$ cat config.mk
export PLATFORM = sky130hd
export DESIGN_NAME = cfg_chain_loader
export DESIGN_NICKNAME = d
export VERILOG_FILES = /design/src/rtl/cfg_chain_pkg.sv /design/src/rtl/cfg_crc8.sv /design/src/rtl/cfg_chain_loader.sv
export SDC_FILE = /design/constraint.sdc
export NUM_CORES = 1
export LEC_CHECK = 0
export BUFFER_PORTS_ARGS = -buffer_cell sky130_fd_sc_hd__buf_2
export CAP_MARGIN = 30
export CORE_ASPECT_RATIO = 0.6
export CORE_MARGIN = 4
export CORE_UTILIZATION = 48
export CTS_CLUSTER_SIZE = 30
export DETAILED_ROUTE_END_ITERATION = 12
export PLACE_DENSITY = 0.74
export SLEW_MARGIN = 30
export SYNTH_ARGS = -nofsm -noshare
export SYNTH_HDL_FRONTEND = slang
export SYNTH_SLANG_ARGS = --single-unit
$ cat constraint.sdc
create_clock -name clock -period 2.5 [get_ports clock]
set_input_delay 0.625 -clock clock [delete_from_list [all_inputs] [get_ports clock]]
set_output_delay 0.625 -clock clock [all_outputs]
set_load 0.1 [all_outputs]
$ cat src/rtl/cfg_chain_pkg.sv
// rtl/cfg_chain_pkg.sv - shared state encoding and CRC polynomial for the config chain loader
package cfg_chain_pkg;

    typedef enum logic [1:0] {IDLE, WAIT_BYTE, SHIFT, DONE} cfg_state_t;

    localparam logic [7:0] CRC8_POLY = 8'h07;

endpackage

$ cat src/rtl/cfg_crc8.sv
// rtl/cfg_crc8.sv - bitwise MSB-fed CRC-8 accumulator, init 0x00, cleared by reset or clr
module cfg_crc8
    import cfg_chain_pkg::*;
(
    input  logic       clock,
    input  logic       reset,
    input  logic       clr,
    input  logic       en,
    input  logic       bit_in,
    output logic [7:0] crc
);

    always_ff @(posedge clock) begin
        if (reset || clr) begin
            crc <= 8'h00;
        end else if (en) begin
            crc <= {crc[6:0], 1'b0} ^ ((crc[7] ^ bit_in) ? CRC8_POLY : 8'h00);
        end
    end

endmodule

$ cat src/rtl/cfg_chain_loader.sv
// rtl/cfg_chain_loader.sv - byte stream to config shift chain serialiser; CFG_CRC_EN adds tx/rx CRC-8
module cfg_chain_loader
    import cfg_chain_pkg::*;
#(
    parameter int CHAIN_LEN = 64,
    parameter int BYTE_W    = 8
) (
    input  logic              clock,
    input  logic              reset,
    input  logic              start,
    input  logic              abort,
    input  logic [BYTE_W-1:0] data_in,
    input  logic              data_valid,
    output logic              data_ready,
    output logic              cfg_shift,
    output logic              cfg_en,
    input  logic              chain_tail,
    output logic              busy,
    output logic              done,
    output logic [7:0]        crc_tx,
    output logic [7:0]        crc_rx
);

    localparam int CNT_W = $clog2(CHAIN_LEN + 1);
    localparam int IDX_W = (BYTE_W > 1) ? $clog2(BYTE_W) : 1;
    localparam logic [CNT_W-1:0] LAST_BIT = CNT_W'(CHAIN_LEN - 1);
    localparam logic [IDX_W-1:0] LAST_IDX = IDX_W'(BYTE_W - 1);

    cfg_state_t        state;
    logic [BYTE_W-1:0] sreg;
    logic [CNT_W-1:0]  bit_cnt;
    logic [IDX_W-1:0]  bit_idx;
    logic              last_chain_bit;
    logic              last_byte_bit;
    logic              accept;

    assign last_chain_bit = (bit_cnt == LAST_BIT);
    assign last_byte_bit  = (bit_idx == LAST_IDX);

    // Next byte may be taken during the final bit of the current one, but never once the chain is full.
    assign data_ready = !abort && ((state == WAIT_BYTE) ||
                                   ((state == SHIFT) && last_byte_bit && !last_chain_bit));
    assign accept     = data_valid && data_ready;

    assign cfg_en    = (state == SHIFT);
    assign cfg_shift = cfg_en & sreg[0];
    assign busy      = (state != IDLE);
    assign done      = (state == DONE);

    always_ff @(posedge clock) begin
        if (reset) begin
            state   <= IDLE;
            sreg    <= '0;
            bit_cnt <= '0;
            bit_idx <= '0;
        end else if (abort) begin
            state <= IDLE;
        end else begin
            case (state)
                IDLE: begin
                    if (start) begin
                        state   <= WAIT_BYTE;
                        bit_cnt <= '0;
                        bit_idx <= '0;
                    end
                end
                WAIT_BYTE: begin
                    if (accept) begin
                        sreg    <= data_in;
                        bit_idx <= '0;
                        state   <= SHIFT;
                    end
                end
                SHIFT: begin
                    bit_cnt <= bit_cnt + 1'b1;
                    if (last_chain_bit) begin
                        state <= DONE;
                    end else if (last_byte_bit) begin
                        // Chain holds (cfg_en low) while waiting for a late byte.
                        if (accept) begin
                            sreg    <= data_in;
                            bit_idx <= '0;
                        end else begin
                            state <= WAIT_BYTE;
                        end
                    end else begin
                        sreg    <= sreg >> 1;
                        bit_idx <= bit_idx + 1'b1;
                    end
                end
                DONE: begin
                    state <= IDLE;
                end
                default: begin
                    state <= IDLE;
                end
            endcase
        end
    end

`ifdef CFG_CRC_EN
    logic crc_clr;

    assign crc_clr = (state == IDLE) && start && !abort;

    cfg_crc8 u_crc_tx (
        .clock  (clock),
        .reset  (reset),
        .clr    (crc_clr),
        .en     (cfg_en),
        .bit_in (cfg_shift),
        .crc    (crc_tx)
    );

    cfg_crc8 u_crc_rx (
        .clock  (clock),
        .reset  (reset),
        .clr    (crc_clr),
        .en     (cfg_en),
        .bit_in (chain_tail),
        .crc    (crc_rx)
    );
`else
    logic unused_tail;

    assign unused_tail = chain_tail;
    assign crc_tx      = 8'h00;
    assign crc_rx      = 8'h00;
`endif

endmodule

==> PnR_summary.wiki <==
{| class="wikitable"
! Metric !! Value
|-
| Worst-path cell chain || and4_1, nand2_1, a31oi_1, nor2_4, buf_12
|-
| Count of pins over their slew limit || 0
|-
| EDFF count, synth || 0
|-
| Number of rows created at floorplan || 14
|-
| Ports || 35
|-
| Max Cap Violations || 0
|-
| Crit path kind || reg -> out
|-
| Number of remaining DRC errors || 0
|-
| Later-pin clock latency in the skew report || 0.26 ns
|-
| Main area contributors after synthesis || sky130_fd_sc_hd__dfxtp_1 30%, sky130_fd_sc_hd__buf_4 9.1%, sky130_fd_sc_hd__ha_1 7.6%
|-
| Resized cells post-CTS || 0
|-
| Final Cycle Share || 0.944
|-
| Initial cell density of the core || 0.517
|-
| Maximum fanout count along the critical path || 5
|-
| Buffers and inverters on the worst path || 1
|-
| Worst reg-to-reg setup slack || 0.42 ns
|-
| Worst endpoint data arrival time || 1.73 ns
|-
| Status || completed
|-
| Global-route usage over all layers || 0.159
|-
| Average routed wire per standard cell || 13.7 um
|-
| Remaining antenna violation count || 0
|-
| Number of distinct standard cells referenced by the synthesized netlist || 40
|-
| Fraction of layout cells with a size suffix above 1 || 0.237
|-
| Post-Syn Instances || 153
|-
| Max rail drop VDD || 0.284 mV
|-
| Total Die Area || 3680 um^2
|-
| Most area-hungry cell type in the Yosys netlist || sky130_fd_sc_hd__dfxtp_1
|-
| FF/Latch Area || 400 um^2
|-
| Number of antenna violations at the first check in global routing || 0
|-
| Core area || 2560 um^2
|-
| PnR Total Power || 0.777 mW
|-
| CTS buffer count || 3
|-
| Number of buffers added for setup after CTS || 0
|-
| Critical path destination || data_ready
|-
| Number of DRC markers in iteration 0 || 43
|-
| Maximum number of pins on one net before global-route repair || 15
|-
| Area of the multi-input gates || 797 um^2
|-
| CP Launch Type || register
|-
| Weighted congestion reported at the end of routability-driven placement || 0.811
|-
| Summed instance area of the synthesized netlist || 1320 um^2
|-
| First-pass GRT wire length || 4490 um
|-
| # H-tree levels || 1
|-
| CP delay by family, top || simple AND/OR/NAND/NOR gates
|-
| Post-detail-place hpwl || 2130 um
|-
| Kind of end point of the critical path || primary output
|-
| Global-route congestion overflow total || 0
|-
| Net count reported at finish || 192
|-
| Share of synthesized area occupied by flip-flops and latches || 0.303
|-
| Launch point of the worst path || bit_cnt[3]
|-
| Number of sinks handled by clock tree synthesis || 20
|-
| Synth async-reset ratio || 0
|-
| Worst Hold Slack || 0.480 ns
|-
| Setup total negative slack || 0 ns
|-
| Unrepaired setup endpoints after global routing || no
|-
| TritonCTS clock tree || built
|-
| Post-synth top flop || sky130_fd_sc_hd__dfxtp_1
|-
| Delay contributed by the slowest stage of the critical path || 0.42 ns
|-
| Startpoint of the worst register-to-register path || state[1]
|-
| Worst hold path type || reg -> reg
|-
| Maximum clock rate || 424 MHz
|-
| Yosys Warn Count || 0
|-
| Post-Route WL || 2760 um
|-
| # hold bufs at CTS || 0
|-
| Placement-stage worst setup slack || 0.442 ns
|-
| Die X || 75.7 um
|-
| CP max stage cell || sky130_fd_sc_hd__dfxtp_1
|-
| Synthesis-to-layout area growth || 9.38%
|-
| Number of synthesized register bits || 20
|-
| Most common library cell in the layout ignoring fill and taps || sky130_fd_sc_hd__dfxtp_1
|-
| Most frequent cells in the layout || 20 x sky130_fd_sc_hd__dfxtp_1, 16 x sky130_fd_sc_hd__conb_1, 16 x sky130_fd_sc_hd__buf_2
|-
| Worst-path clk slew || 0.07 ns
|-
| Pwr/cell area || 538 nW/um^2
|-
| R2r endpoint || sreg[0]
|-
| FILL cells || 226
|-
| CTS Root Buffer Type || sky130_fd_sc_hd__clkbuf_8
|-
| Inserted Diodes || 0
|-
| Vias in the first global route || 964
|-
| Final hold viol count || 0
|-
| First drt pass iteration count || 4
|-
| Total stage count of the critical path || 5
|-
| Final core occ || 0.565
|-
| Proportion of netlist area held by the largest area contributor || 0.303
|-
| Total leakage power || 0.576 nW
|-
| Worst Setup Slack, final || 0.141 ns
|-
| Die extent in y || 48.6 um
|-
| Cell depth of the worst flop-to-flop path || 6
|-
| Headroom to the max-slew limit || 0.625
|-
| Worst endpoint required time || 1.88 ns
|-
| Transition time of the tightest slew-check pin || 0.546 ns
|-
| Clock period minus worst slack || 2.36 ns
|-
| Average cell area after synthesis || 8.64 um^2
|-
| Max Root-Sink Buffers || 2
|-
| Setup clock skew after layout || 0.00195 ns
|-
| Via count || 1104
|-
| Port Buffer Count || 17
|-
| Final setup fails || 0
|-
| Via-per-instance ratio || 5.49
|}
==> where the power goes <==
part | switching (mW) | internal (mW)
combinational | 0.168 | 0.0307
clock | 0.112 | 0.140
sequential | 0.00351 | 0.322
==> worst min path at each step <==
stage | endpoint | from | slack, ns | depth (start not counted)
6_report | bit_idx[1] | bit_idx[1] | 0.48 | 1
5_1_grt | bit_idx[1] | bit_idx[1] | 0.51 | 1
4_1_cts | bit_idx[1] | bit_idx[1] | 0.49 | 1
3_5_place_dp | bit_idx[1] | bit_idx[1] | 0.47 | 1
3_3_place_gp | bit_idx[1] | bit_idx[1] | 0.45 | 1
2_1_floorplan | bit_idx[1] | bit_idx[1] | 0.45 | 1
==> Yosys cell counts, types with 2 or more instances <==
master                     count
sky130_fd_sc_hd__o21ai_0       5
sky130_fd_sc_hd__ha_1          8
sky130_fd_sc_hd__a21o_1        2
sky130_fd_sc_hd__mux2i_1       2
sky130_fd_sc_hd__inv_1        12
sky130_fd_sc_hd__a31oi_1       2
sky130_fd_sc_hd__nor2_1       12
sky130_fd_sc_hd__nor3b_1       2
sky130_fd_sc_hd__clkbuf_1      4
sky130_fd_sc_hd__xnor2_1       6
sky130_fd_sc_hd__nor4b_1       2
sky130_fd_sc_hd__buf_4        16
sky130_fd_sc_hd__o221a_2       7
sky130_fd_sc_hd__and2_1        2
sky130_fd_sc_hd__nor3_1        5
sky130_fd_sc_hd__nand2_1       8
sky130_fd_sc_hd__a32o_1        2
sky130_fd_sc_hd__dfxtp_1      20
sky130_fd_sc_hd__a21oi_1      12
sky130_fd_sc_hd__nand2b_1      2
sky130_fd_sc_hd__nand3_1       2
sky130_fd_sc_hd__or3_1         2
==> logic make-up after synthesis <==
| group | synth area share |
|---|---|
| and+or+nand+nor | 0.172 |
| AOI/OAI and AO/OA | 0.246 |
| buffers and inverters | 0.145 |
| DFF | 0.303 |
| adders and majority gates | 0.0758 |
| xor gates and xnor gates | 0.0398 |
| muxes | 0.0152 |
| other | 0.00284 |
==> through the flow <==
step,instances,area (um^2)
after floorplan,168,1390
after global placement,197,1390
after detailed placement,197,1390
after CTS,201,1450
after global routing,201,1450
final,201,1450
==> flip-flops by register name (all words and copies together), names as in the netlist <==
| register | flops |
|---|---|
| bit_cnt | 7 |
| state | 2 |
| sreg | 8 |
| bit_idx | 3 |
==> routing by layer <==
metal,vias to the layer above,share of wire,wire length [um],track usage
li1,544,-,-,-
met1,512,0.47,1310,0.237
met2,43,0.44,1200,0.211
met3,5,0.077,213,0.0579
met4,0,0.013,36,0.0465
met5,-,0,0,0
==> area by class of cell <==
cell class | count | share of cell area
multi-input combinational | 115 | 0.552
sequential | 20 | 0.277
timing repair buffer | 18 | 0.0745
clock buffer | 4 | 0.0381
inverter | 12 | 0.0312
tap | 32 | 0.0277
(Power assumes the default switching activity.)
